## src/rtl/spi_txn_ctrl.sv

```systemverilog
// SPI transaction controller: TX/RX byte FIFOs, engine start/done handshake, ss_n framing.
// Build option SPI_CTRL_RX_STALL_EN: hold off issuing bytes while the RX FIFO is full.

module spi_txn_ctrl #(
    parameter int TX_DEPTH  = 8,
    parameter int RX_DEPTH  = 8,
    parameter int SETUP_CYC = 4,
    parameter int GAP_CYC   = 2,
    parameter int HOLD_CYC  = 4
) (
    input  logic                        clk,
    input  logic                        rst,
    input  logic                        tx_wr_en,
    input  logic [7:0]                  tx_wr_data,
    output logic                        tx_full,
    output logic [$clog2(TX_DEPTH):0]   tx_count,
    input  logic                        rx_rd_en,
    output logic [7:0]                  rx_rd_data,
    output logic                        rx_empty,
    output logic [$clog2(RX_DEPTH):0]   rx_count,
    output logic                        rx_overflow,
    input  logic                        ovf_clr,
    output logic                        busy,
    output logic                        spi_start,
    output logic [7:0]                  spi_tx_data,
    input  logic                        spi_ready,
    input  logic                        spi_done,
    input  logic [7:0]                  spi_rx_data,
    output logic                        ss_n
);

`ifdef SPI_CTRL_RX_STALL_EN
    localparam bit RxStall = 1'b1;
`else
    localparam bit RxStall = 1'b0;
`endif

    localparam int TAW = $clog2(TX_DEPTH);
    localparam int RAW = $clog2(RX_DEPTH);

    typedef enum logic [2:0] {
        S_IDLE,
        S_SETUP,
        S_ISSUE,
        S_WAIT,
        S_GAP,
        S_HOLD
    } state_t;

    state_t      state_q, state_d;
    logic [15:0] cnt_q, cnt_d;
    logic        ss_n_q, ss_n_d;
    logic        start_q, start_d;
    logic [7:0]  txd_q, txd_d;
    logic        ovf_q, ovf_d;
    logic [TAW:0] tx_wp_q, tx_wp_d, tx_rp_q, tx_rp_d;
    logic [RAW:0] rx_wp_q, rx_wp_d, rx_rp_q, rx_rp_d;
    logic [7:0]  tx_mem [TX_DEPTH];
    logic [7:0]  rx_mem [RX_DEPTH];
    logic        tx_empty, rx_full;
    logic        tx_push, tx_pop, rx_push, rx_pop, ovf_set;

    assign tx_count = tx_wp_q - tx_rp_q;
    assign rx_count = rx_wp_q - rx_rp_q;
    assign tx_full  = (tx_count == (TAW+1)'(TX_DEPTH));
    assign tx_empty = (tx_count == '0);
    assign rx_full  = (rx_count == (RAW+1)'(RX_DEPTH));
    assign rx_empty = (rx_count == '0);

    // Fullness is judged before any same-cycle pop, on both FIFOs.
    assign tx_push = tx_wr_en && !tx_full;
    assign rx_pop  = rx_rd_en && !rx_empty;
    assign rx_rd_data = rx_empty ? 8'h00 : rx_mem[rx_rp_q[RAW-1:0]];

    always_comb begin
        tx_wp_d = tx_wp_q + {{TAW{1'b0}}, tx_push};
        tx_rp_d = tx_rp_q + {{TAW{1'b0}}, tx_pop};
        rx_wp_d = rx_wp_q + {{RAW{1'b0}}, rx_push};
        rx_rp_d = rx_rp_q + {{RAW{1'b0}}, rx_pop};
    end

    always_ff @(posedge clk) begin
        if (tx_push) tx_mem[tx_wp_q[TAW-1:0]] <= tx_wr_data;
        if (rx_push) rx_mem[rx_wp_q[RAW-1:0]] <= spi_rx_data;
    end

    always_comb begin
        state_d = state_q;
        cnt_d   = cnt_q;
        ss_n_d  = ss_n_q;
        start_d = 1'b0;
        txd_d   = txd_q;
        tx_pop  = 1'b0;
        rx_push = 1'b0;
        ovf_set = 1'b0;
        unique case (state_q)
            S_IDLE: begin
                ss_n_d = 1'b1;
                if (!tx_empty) begin
                    state_d = S_SETUP;
                    ss_n_d  = 1'b0;
                    cnt_d   = '0;
                end
            end
            S_SETUP: begin
                if (cnt_q == 16'(SETUP_CYC - 1)) state_d = S_ISSUE;
                else cnt_d = cnt_q + 16'd1;
            end
            S_ISSUE: begin
                if (spi_ready && !tx_empty && !(RxStall && rx_full)) begin
                    start_d = 1'b1;
                    txd_d   = tx_mem[tx_rp_q[TAW-1:0]];
                    tx_pop  = 1'b1;
                    state_d = S_WAIT;
                end
            end
            S_WAIT: begin
                if (spi_done) begin
                    if (!rx_full) rx_push = 1'b1;
                    else ovf_set = !RxStall;
                    cnt_d = '0;
                    if (tx_empty) state_d = S_HOLD;
                    else if (GAP_CYC == 0) state_d = S_ISSUE;
                    else state_d = S_GAP;
                end
            end
            S_GAP: begin
                if (cnt_q == 16'(GAP_CYC - 1)) state_d = S_ISSUE;
                else cnt_d = cnt_q + 16'd1;
            end
            S_HOLD: begin
                if (cnt_q == 16'(HOLD_CYC - 1)) begin
                    state_d = S_IDLE;
                    ss_n_d  = 1'b1;
                end else begin
                    cnt_d = cnt_q + 16'd1;
                end
            end
            default: begin
                state_d = S_IDLE;
                ss_n_d  = 1'b1;
            end
        endcase
        ovf_d = ovf_set ? 1'b1 : (ovf_clr ? 1'b0 : ovf_q);
    end

    always_ff @(posedge clk or posedge rst) begin
        if (rst) begin
            state_q <= S_IDLE;
            cnt_q   <= '0;
            ss_n_q  <= 1'b1;
            start_q <= 1'b0;
            txd_q   <= '0;
            ovf_q   <= 1'b0;
            tx_wp_q <= '0;
            tx_rp_q <= '0;
            rx_wp_q <= '0;
            rx_rp_q <= '0;
        end else begin
            state_q <= state_d;
            cnt_q   <= cnt_d;
            ss_n_q  <= ss_n_d;
            start_q <= start_d;
            txd_q   <= txd_d;
            ovf_q   <= ovf_d;
            tx_wp_q <= tx_wp_d;
            tx_rp_q <= tx_rp_d;
            rx_wp_q <= rx_wp_d;
            rx_rp_q <= rx_rp_d;
        end
    end

    assign busy        = (state_q != S_IDLE);
    assign spi_start   = start_q;
    assign spi_tx_data = txd_q;
    assign ss_n        = ss_n_q;
    assign rx_overflow = ovf_q;

endmodule

```

## config.mk

```make
export PLATFORM = sky130hd
export DESIGN_NAME = spi_txn_ctrl
export DESIGN_NICKNAME = d
export VERILOG_FILES = /design/src/rtl/spi_txn_ctrl.sv
export SDC_FILE = /design/constraint.sdc
export NUM_CORES = 1
export LEC_CHECK = 0
export BUFFER_PORTS_ARGS = -buffer_cell sky130_fd_sc_hd__buf_4
export CAP_MARGIN = 40
export CORE_AREA = 4 4 135 137
export DETAILED_ROUTE_END_ITERATION = 16
export DIE_AREA = 0 0 139 141
export PLACE_DENSITY = 0.72
export SETUP_SLACK_MARGIN = 0.4
export SYNTH_ARGS = -nofsm -noshare
export SYNTH_HDL_FRONTEND = slang
export SYNTH_SLANG_ARGS = --single-unit
```

## constraint.sdc

```tcl
create_clock -name clk -period 6.95 [get_ports clk]
set_input_delay 1.0425 -clock clk [delete_from_list [all_inputs] [get_ports clk]]
set_output_delay 1.0425 -clock clk [all_outputs]
set_load 0.02 [all_outputs]
```

Word-level counts from Yosys, hierarchy flattened:

Memory sizes are Yosys's and may differ from the RTL's. A register that Yosys moved wholly into a read port is not among the register bits.
Index checks and enable logic that the tools add are counted.

* memory bits (writable): 128
* memories: 2
* input port bits: 23
* output and inout bits: 30
* register bits: 38

Memories
* rx_mem: depth 8, bits a word 8, read ports 1, clocked after memory_dff 0, wr ports 1, line 59 `logic [7:0] rx_mem [RX_DEPTH];`
* tx_mem: depth 8, bits a word 8, read ports 1, clocked after memory_dff 1, wr ports 1, line 58 `logic [7:0] tx_mem [TX_DEPTH];`

* add/subtract/negate cells: 7
* bitwise gates (word level): 1
* reductions and logical operators: 18
* mux-type cells: 31
* equality and inequality tests: 17

Operator list (count)
* 16-bit two-way mux: 4
* 16-bit case mux with 4 select lines: 1
* 3-bit two-way mux: 6
* 3-bit case mux with 6 select lines: 1
* 1-bit two-way mux: 17
* 16-bit by 1-bit adder with 16-bit output (second input constant): 1
* 4-bit by 1-bit adder with 4-bit output: 4
* 16-bit by 1-bit equality test with 1-bit output (second input constant): 1
* 16-bit by 2-bit equality test with 1-bit output (second input constant): 1
* 2-bit != test (second input constant): 8
* 4-bit equality test (second input constant): 2
* 4-bit logical NOT: 2
* 8-bit two-way mux: 1
* 4-bit subtractor: 2
* 3-bit by 2-bit equality test with 1-bit output (second input constant): 2
* 3-bit equality test (second input constant): 2
* 6-bit AND reduction: 1
* 5-bit AND reduction: 1
* 2-bit AND reduction: 2
* 4-bit nonzero test: 1
* 4-bit OR reduction: 1
* 3-bit by 1-bit equality test with 1-bit output (second input constant): 1
* 1-bit logical AND: 3
* 1-bit logical NOT: 3
* 6 further kinds: 6

Depth between registers and ports, before layout:

* word-level depth: 7
* mapped depth: 12

Least setup slack after synthesis:

OpenSTA, ideal clock, no wires.

* path type: reg2out
* start point: register rx_rp_q[1]
* end point: output rx_rd_data[0]
* arrival time: 2.736 ns
* setup slack: 3.172 ns
* cell stages (with the launch flop): 8
* required time: 5.907 ns
* cells stage by stage: dfrtp_1 -> clkbuf_1 -> clkbuf_1 -> inv_1 -> fa_1 -> or3_1 -> a21oi_2 -> a21oi_1

* cells in the longest elaborated chain, start to end: 3
* elaborated cells between the ends (all ways): 4
* classes of those cells: add/sub (1); mux (1); reduce/logical (1); memory (1)

RTL lines
* from (decl): line 57 `logic [RAW:0] rx_wp_q, rx_wp_d, rx_rp_q, rx_rp_d;`
* from (signal assigned): line 169 `rx_rp_q <= rx_rp_d;`
* 4-bit subtractor: line 64 `assign rx_count = rx_wp_q - rx_rp_q;`
* named net rx_count[1]: line 20 `output logic [$clog2(RX_DEPTH):0] rx_count,`
* 4-bit logical NOT: line 68 `assign rx_empty = (rx_count == '0);`
* named net rx_empty: line 19 `output logic rx_empty,`
* 8-bit two-way mux: line 73 `assign rx_rd_data = rx_empty ? 8'h00 : rx_mem[rx_rp_q[RAW-1:0]];`
* to (decl): line 18 `output logic [7:0] rx_rd_data,`

The timed path passes the listed nets, and every way through them passes these cells.

Final worst setup path:

* start point: register rx_rp_q[1]
* end point: output rx_rd_data[3]

* cells in the longest elaborated chain, start to end: 3
* elaborated cells between the ends (all ways): 4
* classes of those cells: add/sub (1); mux (1); reduce/logical (1); memory (1)

RTL lines (line)
* 4-bit subtractor: 64
* 4-bit logical NOT: 68
* 8-bit two-way mux (*): 73

Every way passes the cells marked *; elsewhere a longest branch is shown, timed or not.

==> flow_summary.json <==
{
  "dpl.hpwl_um": 9720,
  "grt_pass1_wl_um": 23600,
  "status": "completed",
  "place_ws_ns": 2.96,
  "clk_path_buf_depth": 2,
  "cts_setup_buffers": 0,
  "nets": 583,
  "initial_utilization_pct": 43.6,
  "critical_path_class": "reg -> out",
  "min_path_type": "reg -> reg",
  "power.internal_uw": 2470,
  "top_layer": "met4",
  "max_slew.worst_pin.slew_ns": 0.827,
  "switching_power_uw": 1430,
  "switching_share_pct": 36.6,
  "cp_max_fo": 19,
  "syn-num-nets": 517,
  "layout-drive-gt1-share_pct": 26.8,
  "synth_seq_cells": 174,
  "fin_setup_tns_ns": 0,
  "layout_commonest_cell": "edfxtp_1",
  "ant_nets": 0,
  "ys_async_sr_fraction_pct": 26.4,
  "htree_num_levels": 4,
  "io_pins": 53,
  "synth-seq-area-share_pct": 67.2,
  "period_share_pct": 63.4,
  "grt_usage_pct": 15.4,
  "die-area_mm2": 0.0196,
  "num_vias": 4243,
  "syn_inst": 476,
  "cp.arrival_ns": 3.37,
  "cap_violations": 0,
  "rows": 48,
  "cts_hold_buf": 0,
  "die_w_um": 139,
  "clkTransAtPathRegs_ns": 0.07,
  "fillers": 1418,
  "routed_wl_um": 14400,
  "overflow": 0,
  "max_stage_delay_ns": 0.87,
  "setup.worst_path.end_class": "output port",
  "crit_chain": "inv_1 -> ha_1 -> nor2b_1 -> o21a_1 -> or3_1 -> a21oi_2 -> a21oi_1 -> buf_4",
  "wl_per_cell_um": 18.4,
  "final_hold_viol_count": 0,
  "critical_path_buf_inv_count": 2,
  "critical_path.top_delay_family": "flip-flops",
  "ys_warn_count": 0,
  "place_congestion": 0.801,
  "syn_to_final_growth_pct": 17.8,
  "fin_ws_ns": 2.54,
  "avgSynthCellArea_um2": 15.6,
  "maxSlewViolCount": 0,
  "antenna_found_initial": 0,
  "p_leak_uw": 0.00331,
  "coreArea_mm2": 0.0171,
  "via_per_inst": 5.44,
  "drt_iter0_markers": 293,
  "wl_met2_um": 7580,
  "grt_pass1_vias": 4354,
  "cts_inserted_buffers": 17,
  "setup_violations": 0,
  "num_antenna_cells": 0,
  "fin_skew_ns": 0.00826,
  "synth-edff-count": 128,
  "pwr-share-seq_pct": 38.5,
  "powerDensity_mw_per_mm2": 446,
  "comb_power_share_pct": 37.3,
  "grt_max_degree": 40,
  "cts_tree": "built",
  "vdd_ir_drop_max_mv": 0.324,
  "netlist_area_mm2": 0.00743,
  "wl_met1_um": 6060,
  "post-route-drc-count": 0,
  "insertion_delay_ns": 0.43,
  "dr.pass1.iters": 5,
  "required_ns": 5.91,
  "startpoint_type": "flip-flop",
  "synth_cell_types": 59,
  "final_cell_mix": "edfxtp_1, buf_4, nand2_1",
  "die_h_um": 141,
  "root_buffer": "clkbuf_16",
  "clkPwrFrac_pct": 24.2,
  "cts_num_sinks": 174,
  "ctsResizeCount": 0,
  "dr_wl_met3_um": 601,
  "cp_slowest_cell": "dfrtp_1",
  "fmax_mhz": 227,
  "rsz0062_at_grt": "false",
  "port_buffers": 52,
  "synthFlopType": "edfxtp_1",
  "min_period_ns": 4.41,
  "slew-limit-headroom_pct": 44.8
}
-- layout make-up --
class / count / area, um2 / area share [%]
Timing Repair Buffer: 62 / 515 / 5.89
Clock buffer: 17 / 425 / 4.86
Inverter: 21 / 78.8 / 0.901
Tap cell: 225 / 282 / 3.22
Multi-Input combinational cell: 266 / 2280 / 26.1
Clock inverter: 15 / 171 / 1.96
Sequential cell: 174 / 5000 / 57.1
-- state kept, by name (all words and copies together), names as in the netlist --
signal / cells
rx_overflow: 1
rx_mem: 64
ss_n: 1
spi_start: 1
tx_rp_q: 4
state_q: 3
spi_tx_data: 8
tx_mem: 64
rx_wp_q: 4
cnt_q: 16
tx_wp_q: 4
rx_rp_q: 4
-- logic make-up after synthesis --
family                   synth area share [%]
AND/OR/NAND/NOR                          9.14
adder cells (fa/ha/maj)                  3.23
flip-flops                               67.2
buffers and inverters                    2.02
AO/OA/AOI/OAI                            5.12
multiplexers                             11.4
XOR/XNOR                                 1.89
-- synthesized netlist by cell type (6+ instances only) --
master,count,area share (%)
nand3_1,17,1.1
a31oi_1,6,0.51
o21ai_0,8,0.54
mux2_2,9,1.4
a21oi_1,16,1.1
nand2_1,52,2.6
xor2_1,8,0.94
edfxtp_1,128,52
nor2_1,20,1.0
nor3_1,12,0.81
dfrtp_1,45,15
clkbuf_1,8,0.40
xnor2_1,8,0.94
buf_2,6,0.40
inv_1,18,0.91
mux4_2,32,9.7
ha_1,16,2.7
-- power by group through the flow --
stage                     registers, uW  clock network (uW)  logic [uW]
final                              1500                 944        1460
after global routing               1530                1010        1590
after CTS                          1500                 963        1470
after detailed placement           1520                   0        1460
after global placement             1540                   0        1340
after floorplan                    1430                   0        1040
-- worst paths after layout --
path / startpoint / end / cells after the start / slack (ns)
max: rx_rp_q[1] / rx_rd_data[3] / 8 / 2.54
max reg2reg: rx_rp_q[1] / rx_mem[3][6] / 7 / 3.44
min in group asynchronous: rst / spi_tx_data[7] / 2 / 0.52
max in group asynchronous: rst / ss_n / 3 / 5.91
min: tx_wp_q[3] / tx_wp_q[3] / 1 / 0.50
min reg2reg: tx_wp_q[3] / tx_wp_q[3] / 1 / 0.50
-- per-layer routing --
layer / GRT usage [%] / up-vias
met1: 19.6 / 2158
met3: 3.77 / 9
met4: 5.30 / 0
met2: 26.0 / 106
met5: 0 / -
li1: - / 1970
-- stage by stage --
stage / std cells / hold slack [ns] / total power (uW) / utilization (%) / cell area [um2]
2_1_floorplan: 476 / 0.465 / 2470 / - / 7430
3_3_place_gp: 743 / 0.481 / 2880 / 47.3 / 8070
5_1_grt: 780 / 0.513 / 4130 / 51.3 / 8750
3_5_place_dp: 747 / 0.491 / 2990 / 47.8 / 8150
4_1_cts: 779 / 0.503 / 3940 / 51.3 / 8740
6_report: 780 / 0.497 / 3900 / 51.3 / 8750
(Power assumes the default switching activity.)
